--- src/rtl/prom_sequencer_if.sv ---
// prom_b_if: read-only port B of the pattern PROM.
//   addrb : address presented to the PROM (driven by the sequencer).
//   doutb : 36-bit data word, valid the cycle after addrb is sampled.
// master = sequencer side, slave = PROM side.
interface prom_b_if #(
   parameter int ADDR_BITS = 7
);
   logic [ADDR_BITS-1:0] addrb;
   logic [35:0]          doutb;

   modport master (output addrb, input  doutb);
   modport slave  (input  addrb, output doutb);
endinterface

--- src/rtl/prom_sequencer.sv ---
// prom_sequencer: walks the pattern PROM, shows each word's LED pattern for
// max(count,1) * PRESCALE enabled cycles, then fetches the next word.
// Ports:
//   clk, rst_n : clock (also PROM clkb), asynchronous active-low reset
//   en         : run enable; freezes the hold timers when low
//   restart    : one-cycle request to refetch from address 0
//   prom       : PROM port B (addrb out, registered; doutb in)
//   led        : current pattern, registered
//   step       : high for the LOAD cycle of each word
module prom_sequencer #(
   parameter int ADDR_BITS = 7,
   parameter int LED_WIDTH = 8,
   parameter int PRESCALE  = 1000
) (
   input  logic                 clk,
   input  logic                 rst_n,
   input  logic                 en,
   input  logic                 restart,
   prom_b_if.master             prom,
   output logic [LED_WIDTH-1:0] led,
   output logic                 step
);
   localparam int                   PRE_W      = (PRESCALE > 1) ? $clog2(PRESCALE) : 1;
   localparam logic [PRE_W-1:0]     PRE_RELOAD = PRE_W'(PRESCALE - 1);
   localparam logic [ADDR_BITS-1:0] ADDR_MAX   = '1;

   typedef enum logic [1:0] {IDLE, FETCH, LOAD, HOLD} state_t;

   state_t               state, state_nx;
   logic [23:0]          hold_cnt, hold_nx;
   logic [PRE_W-1:0]     pre_cnt, pre_nx;
   logic [ADDR_BITS-1:0] addr_nx;
   logic [LED_WIDTH-1:0] led_nx;

   logic [23:0] word_cnt;
   logic        word_last;
   logic        unused_rsvd;

   assign word_cnt    = prom.doutb[27:4];
   assign word_last   = prom.doutb[0];
   // reserved bits [3:1] carry no meaning for the sequencer
   assign unused_rsvd = ^prom.doutb;

   // step is a pure decode of LOAD, so it lines up with the word being latched
   assign step = (state == LOAD);

   always_comb begin
      state_nx = state;
      hold_nx  = hold_cnt;
      pre_nx   = pre_cnt;
      addr_nx  = prom.addrb;
      led_nx   = led;
      if (restart) begin
         // wins over everything, including a LOAD in flight (its data is dropped)
         addr_nx  = '0;
         state_nx = FETCH;
      end else begin
         case (state)
            IDLE:  if (en) state_nx = FETCH;
            FETCH: state_nx = LOAD;
            LOAD: begin
               led_nx   = prom.doutb[35 -: LED_WIDTH];
               hold_nx  = (word_cnt == 24'd0) ? 24'd1 : word_cnt;
               pre_nx   = PRE_RELOAD;
               addr_nx  = (word_last || prom.addrb == ADDR_MAX) ? '0
                                                                 : prom.addrb + ADDR_BITS'(1);
               state_nx = HOLD;
            end
            HOLD: begin
               if (en) begin
                  if (pre_cnt != '0)
                     pre_nx = pre_cnt - PRE_W'(1);
                  else if (hold_cnt <= 24'd1)
                     state_nx = FETCH;        // last prescale unit of the last hold unit
                  else begin
                     pre_nx  = PRE_RELOAD;
                     hold_nx = hold_cnt - 24'd1;
                  end
               end
            end
            default: state_nx = IDLE;
         endcase
      end
   end

   always_ff @(posedge clk or negedge rst_n) begin
      if (!rst_n) begin
         state      <= IDLE;
         hold_cnt   <= '0;
         pre_cnt    <= '0;
         prom.addrb <= '0;
         led        <= '0;
      end else begin
         state      <= state_nx;
         hold_cnt   <= hold_nx;
         pre_cnt    <= pre_nx;
         prom.addrb <= addr_nx;
         led        <= led_nx;
      end
   end
endmodule

--- src/flat_wrapper.sv ---
// flat-port wrapper written by rule: the top's interface ports become plain ports
module prom_sequencer_flat 
#(
   parameter int ADDR_BITS = 7,
   parameter int LED_WIDTH = 8,
   parameter int PRESCALE  = 1000
)
  (clk, rst_n, en, restart, led, step, prom_addrb, prom_doutb);
  prom_b_if #(.ADDR_BITS(ADDR_BITS)) prom_i ();
  input  logic clk;
  input  logic rst_n;
  input  logic en;
  input  logic restart;
  output logic [LED_WIDTH-1:0] led;
  output logic step;
  output wire logic [$bits(prom_i.addrb)-1:0] prom_addrb;
  input wire logic [$bits(prom_i.doutb)-1:0] prom_doutb;
  assign prom_addrb = prom_i.addrb;
  assign prom_i.doutb = prom_doutb;
  prom_sequencer #(.ADDR_BITS(ADDR_BITS), .LED_WIDTH(LED_WIDTH), .PRESCALE(PRESCALE)) u_core (.clk(clk), .rst_n(rst_n), .en(en), .restart(restart), .prom(prom_i), .led(led), .step(step));
endmodule
--- config.mk ---
export PLATFORM = sky130hd
export DESIGN_NAME = prom_sequencer_flat
export DESIGN_NICKNAME = d
export VERILOG_FILES = /design/src/rtl/prom_sequencer_if.sv /design/src/rtl/prom_sequencer.sv /design/src/flat_wrapper.sv
export SDC_FILE = /design/constraint.sdc
export NUM_CORES = 1
export LEC_CHECK = 0
export ABC_CLOCK_PERIOD_IN_PS = 2950
export CAP_MARGIN = 20
export CORE_UTILIZATION = 45
export CTS_BUF_LIST = sky130_fd_sc_hd__clkbuf_4 sky130_fd_sc_hd__clkbuf_8 sky130_fd_sc_hd__clkbuf_16
export DETAILED_ROUTE_END_ITERATION = 7
export HOLD_SLACK_MARGIN = 0.03
export PLACE_DENSITY = 0.7
export SLEW_MARGIN = 25
export SYNTH_ARGS = -nofsm -noshare
export SYNTH_HDL_FRONTEND = slang
export SYNTH_SLANG_ARGS = --single-unit
--- constraint.sdc ---
create_clock -name clk -period 2.95 [get_ports clk]
set_input_delay 0.4425 -clock clk [delete_from_list [all_inputs] [get_ports clk]]
set_output_delay 0.4425 -clock clk [all_outputs]
set_load 0.02 [all_outputs]
==> metrics, run 1 <==
crit-path max FO 8; Psw 1.15 mW; Post-CTS Setup Bufs 0; count of final max-slew check failures 0; Worst Tran Pin Value 0.589 ns; ys async rst share 1.00; Synth Instances 350; CTS Buffer Depth 2; DIE AREA 7170 sq um; combinational group share of total power 0.392; Mapped Nets 398; post-synthesis sequential area ratio 0.415; die height 84.7 um; Detail Route Antenna Nets 0; number of max-cap violations 0; GRT Total Usage 0.240; DRC Markers 0; Post-DP HPWL 5860 um; sequential share of power 0.447; switching share of power 0.402; P&R area growth vs syn 24.1%; synthesized area per cell 8.79 sq um; die width 84.7 um; largest net degree at the start of global routing 27; Worst Setup Start Kind flip-flop; crit path DAT 2.76 ns; share of layout cells above drive strength 1 0.0856; area of the core 6460 sq um; first-pass GRT wire length 13700 um; First-pass DRT Iterations 6; Required @ worst endpoint 3.13 ns; H-tree depth 2; Hold WC Path Type in -> async; Port Buf Inserts 52; Hold Slack 0.125 ns; Final Skew 0.00815 ns; pwr/cell area 747 nW/um^2; n_diodes 0; Avg WL per Cell 16.7 um; Reg area 1280 sq um; #FFs+latches synth 51; via count 2894; vias in the first global route 2885; Num CTS Buffers 5; Final nets 456; placed cells 478; Vias per Instance 5.95; Max IR drop VDD 0.369 mV; Tmin final 2.57 ns; post-route insts no fill 486; initial antenna violation count 0; Synth cell types 62; setup TNS 0 ns; synthesized area 3080 sq um; crit path kind reg -> reg; total routed wirelength 8140 um; Worst-path clk slew 0.10 ns; relative slew slack 0.605; fillers 597; Hold Vio Cnt, Final 0; GR Overflow Total 0; gpl congestion 0.864; Clock power frac 0.161; Critical Path Sink Type flip-flop; Peak Freq 389 MHz; TritonCTS clock tree built; # resized after CTS 0; EDFF count, synth 0; Leakage 1.54 nW; unrepaired setup endpoints after global routing false; root buffer cell clkbuf_8; Starting Density 0.477; Site Rows 29; commonest register cell after synthesis dfrtp_1; commonest cells after routing, fill and taps aside clkdlybuf4s50_1, dfrtp_1, nand2_1; Int Power 1.71 mW; 1st-iter DRT viols 208; I/O pin count 56; area of the multi-input gates 1690 sq um; status completed; Final period util 0.872; clk_lat worst skew 0.30 ns; CTS Sinks 51; final setup violation count 0; hold buffers post-CTS 0; Ys Warns 0
## Yosys cell counts (8+ instances only)
library cell / count / area (sq um)
a21oi_1: 16 / 80.1
nor2_1: 28 / 105
nand2_1: 48 / 180
nor3_1: 20 / 100
nand3_1: 12 / 60.1
o21ai_0: 15 / 75.1
dfrtp_1: 51 / 1280
nor4_1: 13 / 81.3
ha_1: 8 / 100
nand4_1: 9 / 56.3
a31oi_1: 9 / 56.3
inv_1: 10 / 37.5
## area by class of cell
type | count | area share
clock buffer | 8 | 0.0272
multi-input combinational | 276 | 0.442
tap | 77 | 0.0252
timing repair buffer | 64 | 0.162
sequential | 51 | 0.334
inverter | 10 | 0.00982
## worst max-delay path: stages (launching register included)
cell	delay (ns)
dfrtp_1	0.47
or4_1	0.64
nor4_4	0.41
buf_4	0.23
nand2_1	0.18
or2_0	0.25
a31oi_1	0.16
nand3_1	0.10
## per-layer routing
layer | wire length (um) | global-route usage | up-vias
met5 | 0 | 0 | -
met4 | 37 | 0.0616 | 0
met3 | 506 | 0.0492 | 4
met2 | 3740 | 0.392 | 94
met1 | 3860 | 0.326 | 1363
li1 | - | - | 1433
## logic make-up (layout without fill, tap and decap cells)
group | count (synthesis) | in the layout | synth area share
XOR/XNOR | 6 | 6 | 0.0171
flip-flops | 51 | 51 | 0.415
AO/OA/AOI/OAI | 88 | 88 | 0.191
buffers and inverters | 23 | 82 | 0.0366
AND/OR/NAND/NOR | 171 | 171 | 0.298
multiplexers | 3 | 3 | 0.0102
adder cells (fa/ha/maj) | 8 | 8 | 0.0325
## per-stage QoR
step                worst slack [ns]  utilization  power, mW  area, sq um
CTS                            0.404        0.592       2.86         3820
global route                   0.180        0.592       3.06         3820
finish                         0.376        0.592       2.85         3820
detailed placement             0.409        0.576       2.40         3720
floorplan                      0.842            -       1.98         3080
global placement               0.434        0.576       2.35         3720
## registers in the layout, summed over array words and instances (netlist names)
signal,flops
u_core.prom.addrb,7
u_core.pre_cnt,10
u_core.hold_cnt,24
u_core.state,2
u_core.led,8
## power by group through the flow
stage          registers, mW  logic [mW]  clock network (mW)
3_5_place_dp            1.28        1.12                   0
4_1_cts                 1.27        1.12               0.465
6_report                1.28        1.12               0.458
2_1_floorplan           1.28       0.701                   0
3_3_place_gp            1.26        1.08                   0
5_1_grt                 1.31        1.26               0.492
## path summary, 6_finish.rpt
kind | from | endpoint | depth (start not counted) | slack, ns
min reg2reg | u_core.led[0] | u_core.led[0] | 2 | 0.48
max reg2reg | u_core.hold_cnt[6] | u_core.hold_cnt[19] | 7 | 0.38
min in group clk | u_core.led[0] | u_core.led[0] | 2 | 0.48
max in group asynchronous | rst_n | u_core.led[5] | 2 | 2.05
min | rst_n | u_core.hold_cnt[5] | 1 | 0.13
max | u_core.hold_cnt[6] | u_core.hold_cnt[19] | 7 | 0.38
No activity file was read; power rests on OpenSTA's default activity.
==> run 2: changes to the inputs <==
--- a/config.mk
+++ b/config.mk
@@ -6,7 +6,7 @@
 export NUM_CORES = 1
 export LEC_CHECK = 0
 export ABC_CLOCK_PERIOD_IN_PS = 2950
-export CAP_MARGIN = 20
+export CAP_MARGIN = 40
 export CORE_UTILIZATION = 45
 export CTS_BUF_LIST = sky130_fd_sc_hd__clkbuf_4 sky130_fd_sc_hd__clkbuf_8 sky130_fd_sc_hd__clkbuf_16
 export DETAILED_ROUTE_END_ITERATION = 7
==> results of run 2 <==
No change in the layout: final DEF, timing and power equal those of run 1.
